<file path="config.mk">
export PLATFORM = sky130hd
export DESIGN_NAME = vga_pattern_gen_flat
export DESIGN_NICKNAME = d
export VERILOG_FILES = /design/src/rtl/vga_pkg.sv /design/src/rtl/vga_pattern_gen_if.sv /design/src/rtl/vga_box_mover.sv /design/src/rtl/vga_pattern_gen.sv /design/src/flat_wrapper.sv
export SDC_FILE = /design/constraint.sdc
export NUM_CORES = 1
export LEC_CHECK = 0
export CAP_MARGIN = 30
export CORE_MARGIN = 2
export CORE_UTILIZATION = 50
export CTS_CLUSTER_DIAMETER = 100
export DETAILED_ROUTE_END_ITERATION = 8
export DONT_BUFFER_PORTS = 1
export GPL_TIMING_DRIVEN = 0
export HOLD_SLACK_MARGIN = 0.15
export SLEW_MARGIN = 15
export SYNTH_ARGS = -nofsm -noshare
export SYNTH_HDL_FRONTEND = slang
export SYNTH_SLANG_ARGS = --single-unit
</file>
<file path="constraint.sdc">
create_clock -name clk -period 4.85 [get_ports clk]
set_clock_uncertainty 0.2 [all_clocks]
set_input_delay 1.455 -clock clk [delete_from_list [all_inputs] [get_ports clk]]
set_output_delay 1.455 -clock clk [all_outputs]
set_load 0.005 [all_outputs]
</file>
<file path="src/rtl/vga_pkg.sv">
// Shared VGA timing constants, pattern encoding and colour-bar table.
// Latency: n/a (declarations only).
// Backpressure: n/a.
package vga_pkg;

    // 640x480 @ 60 Hz timing
    localparam int TOTAL_COLS    = 800;
    localparam int TOTAL_ROWS    = 525;
    localparam int ACTIVE_COLS   = 640;
    localparam int ACTIVE_ROWS   = 480;
    localparam int H_FRONT_PORCH = 16;
    localparam int H_SYNC_PULSE  = 96;
    localparam int H_BACK_PORCH  = 48;
    localparam int V_FRONT_PORCH = 10;
    localparam int V_SYNC_PULSE  = 2;
    localparam int V_BACK_PORCH  = 33;

    localparam int COLOR_BITS = 3;
    localparam int BOX_SIZE   = 64;
    localparam int BAR_WIDTH  = ACTIVE_COLS / 8;

    // Largest legal top-left corner of the moving box
    localparam logic [9:0] BOX_X_MAX = 10'(ACTIVE_COLS - BOX_SIZE);
    localparam logic [9:0] BOX_Y_MAX = 10'(ACTIVE_ROWS - BOX_SIZE);

    typedef enum logic [2:0] {
        PAT_BLACK   = 3'd0,
        PAT_RED     = 3'd1,
        PAT_GREEN   = 3'd2,
        PAT_BLUE    = 3'd3,
        PAT_CHECKER = 3'd4,
        PAT_BARS    = 3'd5,
        PAT_BORDER  = 3'd6,
        PAT_BOX     = 3'd7
    } pattern_e;

    // One bit per channel; a set bit means that channel is driven full-scale
    typedef struct packed {
        logic r;
        logic g;
        logic b;
    } rgb_mask_t;

    // Colour bars, left to right
    function automatic rgb_mask_t bar_color(input logic [2:0] idx);
        rgb_mask_t c;
        case (idx)
            3'd0:    c = '{r: 1'b1, g: 1'b1, b: 1'b1}; // white
            3'd1:    c = '{r: 1'b1, g: 1'b1, b: 1'b0}; // yellow
            3'd2:    c = '{r: 1'b0, g: 1'b1, b: 1'b1}; // cyan
            3'd3:    c = '{r: 1'b0, g: 1'b1, b: 1'b0}; // green
            3'd4:    c = '{r: 1'b1, g: 1'b0, b: 1'b1}; // magenta
            3'd5:    c = '{r: 1'b1, g: 1'b0, b: 1'b0}; // red
            3'd6:    c = '{r: 1'b0, g: 1'b0, b: 1'b1}; // blue
            default: c = '{r: 1'b0, g: 1'b0, b: 1'b0}; // black
        endcase
        return c;
    endfunction

    // Bar number for an active column; meaningless (but harmless) in blanking
    function automatic logic [2:0] bar_index(input logic [9:0] col);
        return 3'(col / 10'(BAR_WIDTH));
    endfunction

endpackage

</file>
<file path="src/rtl/vga_pattern_gen_if.sv">
// Bundle between the sync generator and the pattern generator.
// Latency: n/a (wires only).
// Backpressure: none; pixel stream is free-running at the pixel clock.
// Ports: i_* come from the sync generator side (master), o_* go to the DAC side.
interface vga_pattern_gen_if;
    import vga_pkg::*;

    logic                  i_hsync;
    logic                  i_vsync;
    logic [9:0]            i_row;
    logic [9:0]            i_col;
    logic [2:0]            i_pattern_sel;

    logic                  o_hsync;
    logic                  o_vsync;
    logic [COLOR_BITS-1:0] o_red;
    logic [COLOR_BITS-1:0] o_grn;
    logic [COLOR_BITS-1:0] o_blu;
    logic                  o_active;
    logic                  o_frame_start;

    modport master (
        output i_hsync, i_vsync, i_row, i_col, i_pattern_sel,
        input  o_hsync, o_vsync, o_red, o_grn, o_blu, o_active, o_frame_start
    );

    modport slave (
        input  i_hsync, i_vsync, i_row, i_col, i_pattern_sel,
        output o_hsync, o_vsync, o_red, o_grn, o_blu, o_active, o_frame_start
    );

endinterface

</file>
<file path="src/rtl/vga_box_mover.sv">
// Bouncing-box position: steps (+-2, +-1) once per frame, clamping and reversing at the edges.
// Latency: new position visible the cycle after frame_tick.
// Backpressure: none.
// Ports: clk, rst (sync, active-high), frame_tick in; box_x, box_y (top-left corner) out.
module vga_box_mover
    import vga_pkg::*;
(
    input  logic       clk,
    input  logic       rst,
    input  logic       frame_tick,
    output logic [9:0] box_x,
    output logic [9:0] box_y
);

    logic [9:0] box_x_q, box_x_d;
    logic [9:0] box_y_q, box_y_d;
    logic       dir_x_q, dir_x_d;   // 1 = moving right
    logic       dir_y_q, dir_y_d;   // 1 = moving down

    // 11-bit candidates so a step past the limit cannot wrap
    logic [10:0] next_x;
    logic [10:0] next_y;

    always_comb begin
        box_x_d = box_x_q;
        box_y_d = box_y_q;
        dir_x_d = dir_x_q;
        dir_y_d = dir_y_q;
        next_x  = {1'b0, box_x_q} + 11'd2;
        next_y  = {1'b0, box_y_q} + 11'd1;

        if (frame_tick) begin
            // Horizontal axis
            if (dir_x_q) begin
                if (next_x > {1'b0, BOX_X_MAX}) begin
                    box_x_d = BOX_X_MAX;
                    dir_x_d = 1'b0;
                end else begin
                    box_x_d = next_x[9:0];
                end
            end else begin
                if (box_x_q < 10'd2) begin
                    box_x_d = 10'd0;
                    dir_x_d = 1'b1;
                end else begin
                    box_x_d = box_x_q - 10'd2;
                end
            end

            // Vertical axis, independent of the horizontal one
            if (dir_y_q) begin
                if (next_y > {1'b0, BOX_Y_MAX}) begin
                    box_y_d = BOX_Y_MAX;
                    dir_y_d = 1'b0;
                end else begin
                    box_y_d = next_y[9:0];
                end
            end else begin
                if (box_y_q < 10'd1) begin
                    box_y_d = 10'd0;
                    dir_y_d = 1'b1;
                end else begin
                    box_y_d = box_y_q - 10'd1;
                end
            end
        end
    end

    always_ff @(posedge clk) begin
        if (rst) begin
            box_x_q <= '0;
            box_y_q <= '0;
            dir_x_q <= 1'b1;
            dir_y_q <= 1'b1;
        end else begin
            box_x_q <= box_x_d;
            box_y_q <= box_y_d;
            dir_x_q <= dir_x_d;
            dir_y_q <= dir_y_d;
        end
    end

    assign box_x = box_x_q;
    assign box_y = box_y_q;

endmodule

</file>
<file path="src/rtl/vga_pattern_gen.sv">
// RGB test-pattern generator for the 640x480 active region, syncs re-timed to match colour.
// Latency: fixed 2 cycles from bus inputs to every output.
// Backpressure: none; consumes and produces one pixel per clock.
// Ports: clk, rst (sync, active-high), bus (vga_pattern_gen_if.slave).
// Build option: define VGA_PATTERN_MOVING_BOX_EN to build pattern 7 (moving box); otherwise it is black.
module vga_pattern_gen
    import vga_pkg::*;
(
    input  logic              clk,
    input  logic              rst,
    vga_pattern_gen_if.slave  bus
);

    // Pattern latched at the frame boundary; applies from the next (0,0)
    pattern_e   pattern_q, pattern_d;
    logic       frame_tick;

    // Stage 1: raw syncs plus per-pixel decode
    logic       hsync_s1_q, hsync_s1_d;
    logic       vsync_s1_q, vsync_s1_d;
    logic       active_s1_q, active_s1_d;
    logic       frame_start_s1_q, frame_start_s1_d;
    pattern_e   pattern_s1_q, pattern_s1_d;
    logic       checker_s1_q, checker_s1_d;
    logic [2:0] bar_s1_q, bar_s1_d;
    logic       border_s1_q, border_s1_d;

    // Stage 2: output registers
    logic                  hsync_q, hsync_d;
    logic                  vsync_q, vsync_d;
    logic                  active_q, active_d;
    logic                  frame_start_q, frame_start_d;
    logic [COLOR_BITS-1:0] red_q, red_d;
    logic [COLOR_BITS-1:0] grn_q, grn_d;
    logic [COLOR_BITS-1:0] blu_q, blu_d;
    rgb_mask_t             mask;

    assign frame_tick = (bus.i_col == 10'(TOTAL_COLS - 1)) && (bus.i_row == 10'(TOTAL_ROWS - 1));

`ifdef VGA_PATTERN_MOVING_BOX_EN
    logic [9:0] box_x;
    logic [9:0] box_y;
    logic       in_box_s1_q, in_box_s1_d;

    // Box only moves on the boundary pixel, so it is stable across the whole active region
    vga_box_mover u_box_mover (
        .clk        (clk),
        .rst        (rst),
        .frame_tick (frame_tick),
        .box_x      (box_x),
        .box_y      (box_y)
    );

    always_comb begin
        in_box_s1_d = ({1'b0, bus.i_col} >= {1'b0, box_x}) &&
                      ({1'b0, bus.i_col} <  ({1'b0, box_x} + 11'(BOX_SIZE))) &&
                      ({1'b0, bus.i_row} >= {1'b0, box_y}) &&
                      ({1'b0, bus.i_row} <  ({1'b0, box_y} + 11'(BOX_SIZE)));
    end

    always_ff @(posedge clk) begin
        if (rst) begin
            in_box_s1_q <= 1'b0;
        end else begin
            in_box_s1_q <= in_box_s1_d;
        end
    end
`endif

    // Stage 1 next-state
    always_comb begin
        pattern_d = pattern_q;
        if (frame_tick) begin
            pattern_d = pattern_e'(bus.i_pattern_sel);
        end

        hsync_s1_d       = bus.i_hsync;
        vsync_s1_d       = bus.i_vsync;
        active_s1_d      = (bus.i_col < 10'(ACTIVE_COLS)) && (bus.i_row < 10'(ACTIVE_ROWS));
        frame_start_s1_d = (bus.i_col == 10'd0) && (bus.i_row == 10'd0);
        pattern_s1_d     = pattern_q;
        checker_s1_d     = bus.i_col[5] ^ bus.i_row[5];
        bar_s1_d         = bar_index(bus.i_col);
        border_s1_d      = (bus.i_col == 10'd0) || (bus.i_col == 10'(ACTIVE_COLS - 1)) ||
                           (bus.i_row == 10'd0) || (bus.i_row == 10'(ACTIVE_ROWS - 1));
    end

    // Stage 2 next-state: colour from the decoded pattern, blanked outside the active region
    always_comb begin
        mask = '{r: 1'b0, g: 1'b0, b: 1'b0};
        case (pattern_s1_q)
            PAT_RED:     mask = '{r: 1'b1, g: 1'b0, b: 1'b0};
            PAT_GREEN:   mask = '{r: 1'b0, g: 1'b1, b: 1'b0};
            PAT_BLUE:    mask = '{r: 1'b0, g: 1'b0, b: 1'b1};
            PAT_CHECKER: mask = {3{checker_s1_q}};
            PAT_BARS:    mask = bar_color(bar_s1_q);
            PAT_BORDER:  mask = {3{border_s1_q}};
`ifdef VGA_PATTERN_MOVING_BOX_EN
            PAT_BOX:     mask = in_box_s1_q ? 3'b111 : 3'b001;
`endif
            default:     mask = '{r: 1'b0, g: 1'b0, b: 1'b0};
        endcase
        if (!active_s1_q) begin
            mask = '{r: 1'b0, g: 1'b0, b: 1'b0};
        end

        hsync_d       = hsync_s1_q;
        vsync_d       = vsync_s1_q;
        active_d      = active_s1_q;
        frame_start_d = frame_start_s1_q;
        red_d         = {COLOR_BITS{mask.r}};
        grn_d         = {COLOR_BITS{mask.g}};
        blu_d         = {COLOR_BITS{mask.b}};
    end

    always_ff @(posedge clk) begin
        if (rst) begin
            pattern_q        <= PAT_BLACK;
            hsync_s1_q       <= 1'b1;
            vsync_s1_q       <= 1'b1;
            active_s1_q      <= 1'b0;
            frame_start_s1_q <= 1'b0;
            pattern_s1_q     <= PAT_BLACK;
            checker_s1_q     <= 1'b0;
            bar_s1_q         <= '0;
            border_s1_q      <= 1'b0;
            hsync_q          <= 1'b1;
            vsync_q          <= 1'b1;
            active_q         <= 1'b0;
            frame_start_q    <= 1'b0;
            red_q            <= '0;
            grn_q            <= '0;
            blu_q            <= '0;
        end else begin
            pattern_q        <= pattern_d;
            hsync_s1_q       <= hsync_s1_d;
            vsync_s1_q       <= vsync_s1_d;
            active_s1_q      <= active_s1_d;
            frame_start_s1_q <= frame_start_s1_d;
            pattern_s1_q     <= pattern_s1_d;
            checker_s1_q     <= checker_s1_d;
            bar_s1_q         <= bar_s1_d;
            border_s1_q      <= border_s1_d;
            hsync_q          <= hsync_d;
            vsync_q          <= vsync_d;
            active_q         <= active_d;
            frame_start_q    <= frame_start_d;
            red_q            <= red_d;
            grn_q            <= grn_d;
            blu_q            <= blu_d;
        end
    end

    assign bus.o_hsync       = hsync_q;
    assign bus.o_vsync       = vsync_q;
    assign bus.o_active      = active_q;
    assign bus.o_frame_start = frame_start_q;
    assign bus.o_red         = red_q;
    assign bus.o_grn         = grn_q;
    assign bus.o_blu         = blu_q;

endmodule

</file>
<file path="src/flat_wrapper.sv">
// flat-port wrapper written by rule: the top's interface ports become plain ports
module vga_pattern_gen_flat import vga_pkg::*;
  (clk, rst, bus_i_hsync, bus_i_vsync, bus_i_row, bus_i_col, bus_i_pattern_sel, bus_o_hsync, bus_o_vsync, bus_o_red, bus_o_grn, bus_o_blu, bus_o_active, bus_o_frame_start);
  vga_pattern_gen_if bus_i ();
  input  logic clk;
  input  logic rst;
  input wire logic [$bits(bus_i.i_hsync)-1:0] bus_i_hsync;
  input wire logic [$bits(bus_i.i_vsync)-1:0] bus_i_vsync;
  input wire logic [$bits(bus_i.i_row)-1:0] bus_i_row;
  input wire logic [$bits(bus_i.i_col)-1:0] bus_i_col;
  input wire logic [$bits(bus_i.i_pattern_sel)-1:0] bus_i_pattern_sel;
  output wire logic [$bits(bus_i.o_hsync)-1:0] bus_o_hsync;
  output wire logic [$bits(bus_i.o_vsync)-1:0] bus_o_vsync;
  output wire logic [$bits(bus_i.o_red)-1:0] bus_o_red;
  output wire logic [$bits(bus_i.o_grn)-1:0] bus_o_grn;
  output wire logic [$bits(bus_i.o_blu)-1:0] bus_o_blu;
  output wire logic [$bits(bus_i.o_active)-1:0] bus_o_active;
  output wire logic [$bits(bus_i.o_frame_start)-1:0] bus_o_frame_start;
  assign bus_i.i_hsync = bus_i_hsync;
  assign bus_i.i_vsync = bus_i_vsync;
  assign bus_i.i_row = bus_i_row;
  assign bus_i.i_col = bus_i_col;
  assign bus_i.i_pattern_sel = bus_i_pattern_sel;
  assign bus_o_hsync = bus_i.o_hsync;
  assign bus_o_vsync = bus_i.o_vsync;
  assign bus_o_red = bus_i.o_red;
  assign bus_o_grn = bus_i.o_grn;
  assign bus_o_blu = bus_i.o_blu;
  assign bus_o_active = bus_i.o_active;
  assign bus_o_frame_start = bus_i.o_frame_start;
  vga_pattern_gen u_core (.clk(clk), .rst(rst), .bus(bus_i));
endmodule
</file>
==> impl_metrics.ini <==
[worst_setup_path]
r2r_end = u_core.bus.o_red[0]
cp_max_fo = 3
cp_num_buf_inv = 1
cpPeakStageDelay_ns = 0.38
r2r_start = u_core.pattern_s1_q[1]
worstRegToRegCells = 4
path_depth = 1
worstPathCellList = buf_4
worst_path_max_delay_cell = dfxtp_1
worstSetupPathType = flip-flop to output port
required_ns = 3.19
r2r_slack_ns = 3.38
crit_arrival_ns = 0.81
path_delay_family = flip-flops
worst_setup_path_start_kind = flip-flop
endpoint_kind = output port
endpoint = bus_o_blu[2]
cp-startpoint = u_core.bus.o_blu[0]

[layout]
top_regs = u_core.bar_s1_q x3, u_core.pattern_q x3, u_core.pattern_s1_q x3
final_common_cell = dfxtp_1
finish.utilization_pct = 55.15
drive_above_1_share_pct = 24.58
fin_nets = 146
n_antenna_cell = 0
layout_common_cells = dfxtp_1, nor2b_1, buf_4
areaGrowthSynthToFinish_pct = 6.405

[floorplan]
start_util_pct = 51.83
core-area_um2 = 2148
num_rows = 17
die_width_um = 51.19
die_area_um2 = 2620
ioPinCount = 40
die_h_um = 51.19

[synth]
ys_ff_latch = 22
syn_avg_cell_area_um2 = 9.768
ys_types = 43
ys.warnings.count = 0
syn-num-nets = 141
synth_seq_area_share_pct = 39.55
synth_cells = 114
syn_area_um2 = 1114

[placement]
dp.final_hpwl_mm = 1.444
routabilityCongestion = 0.7149
io_buffers = 0

[global_routing]
grtUsageTotal_pct = 15.01
grt_pass1_vias = 747
grt_overflow = 0
antenna_found_initial = 0
grt_pass1_wl_mm = 2.994
grt_max_degree = 13

[detailed_routing]
routed_wl_mm = 1.792
vias = 797
vias_per_cell = 5.459
drc = 0
dr.pass1.iters = 4
antenna_left = 0
routedWlPerCell_um = 12.27
drtIter0Drc = 14

[timing]
grt_setup_unrepaired = false
min_period_ns = 2.463
tightest_slew_ns = 0.3504
fmax_mhz = 406.0
period_share_pct = 50.78
slew_viol_final = 0
setup_viol = 0
relSlewSlack_pct = 76.64
setup-tns-final_ns = 0
hold_viol = 0

[clock_network]
ctsResizeCount = 0
cts_setup_buffers = 0
clk_pin_slew_ns = 0.11
clock-root-buffer = clkbuf_4
cts_tree = yes
clock_latency_ns = 0.30
cts.sinks = 22
ctsHoldBuffers = 0
htree_levels = 1
clock_path_buffers = 2
numCtsBuffers = 3

[power]
power.density_nw_per_um2 = 263.4
ir_worst_vdd_mv = 0.1334
leakagePower_nw = 0.4582

[outcome]
status = finished clean

[job]
cap_violations = 0

[min_path]
hp-class = flip-flop to flip-flop
[power by group]
| part | switching [mW] | internal [mW] |
|---|---|---|
| logic | 0.0147 | 0.0158 |
| clock network | 0.0491 | 0.0458 |
| registers | 0.00129 | 0.185 |
| total | 0.0651 | 0.247 |
[final cells by class]
cell class                 instances  area [um^2]
buffer                            11        77.57
clock buffer                       4        36.28
fill                             204        963.4
inverter                           6        22.52
multi-input combinational         75        573.1
sequential                        22        440.4
tap                               28        35.03
[worst min path at each step]
stage,to,slack [ns],cells past startpoint,startpoint
after global placement,u_core.bus.o_vsync,0.19,1,u_core.vsync_d
after CTS,u_core.bus.o_vsync,0.22,1,u_core.vsync_d
after floorplan,u_core.bus.o_hsync,0.19,1,u_core.hsync_d
final,u_core.bus.o_vsync,0.22,1,u_core.vsync_d
after detailed placement,u_core.bus.o_vsync,0.19,1,u_core.vsync_d
after global routing,u_core.bus.o_hsync,0.24,1,u_core.hsync_d
[cells in the mapped netlist]
library cell | instances | share of area, %
dfxtp_1 | 22 | 40
nor2b_1 | 9 | 5.1
buf_4 | 7 | 4.7
inv_1 | 6 | 2.0
nor2_1 | 5 | 1.7
nor3_1 | 5 | 2.2
nand3_1 | 4 | 1.8
or2_2 | 4 | 2.2
a21oi_1 | 3 | 1.3
mux2_1 | 3 | 3.0
o21ai_0 | 3 | 1.3
a22oi_1 | 2 | 1.3
a31o_2 | 2 | 1.6
a31oi_1 | 2 | 1.1
buf_2 | 2 | 0.90
maj3_1 | 2 | 1.8
nand2_1 | 2 | 0.67
nand2b_1 | 2 | 1.1
nand2b_4 | 2 | 2.5
nand4_1 | 2 | 1.1
nor4_1 | 2 | 1.1
o31ai_1 | 2 | 1.3
a21o_1 | 1 | 0.67
a221oi_1 | 1 | 0.79
a221oi_2 | 1 | 1.3
a22o_1 | 1 | 0.79
buf_6 | 1 | 1.0
clkbuf_1 | 1 | 0.34
mux2_4 | 1 | 1.3
nand3_4 | 1 | 1.6
nand4_2 | 1 | 1.1
nand4b_1 | 1 | 0.79
nor3_2 | 1 | 0.90
nor3_4 | 1 | 1.5
nor4_4 | 1 | 1.9
nor4b_1 | 1 | 0.79
o2111ai_1 | 1 | 0.79
o211a_1 | 1 | 0.90
o21a_1 | 1 | 0.67
o31a_1 | 1 | 0.79
o32ai_1 | 1 | 0.79
xnor2_1 | 1 | 0.79
xor2_1 | 1 | 0.79
[stage by stage]
step | cells | area [um^2] | hold WS [ns] | worst slack, ns | power [mW]
2_1_floorplan | 114 | 1114 | 0.1895 | 2.183 | 0.2173
3_3_place_gp | 142 | 1149 | 0.1931 | 2.086 | 0.2212
3_5_place_dp | 142 | 1149 | 0.1949 | 2.084 | 0.2216
4_1_cts | 146 | 1185 | 0.2222 | 2.364 | 0.3164
5_1_grt | 146 | 1185 | 0.2446 | 2.329 | 0.3282
6_report | 146 | 1185 | 0.2203 | 2.387 | 0.3121
[routing by layer]
layer,up-vias,GRT usage (%),routed length [um]
met5,-,0,0
met4,0,6.757,34
met3,4,2.047,104
met2,28,27.27,893
met1,354,17.24,759
li1,411,-,-
[logic make-up (layout without fill, tap and decap cells)]
logic type | Yosys count | after routing | synth area share (%)
AOI/OAI and AO/OA | 23 | 23 | 15.62
xor gates and xnor gates | 2 | 2 | 1.573
adders and majority gates | 2 | 2 | 1.798
buffers and inverters | 17 | 21 | 8.988
DFF | 22 | 22 | 39.55
muxes | 4 | 4 | 4.381
and+or+nand+nor | 44 | 44 | 28.09
Power figures use the tool's default switching activity.
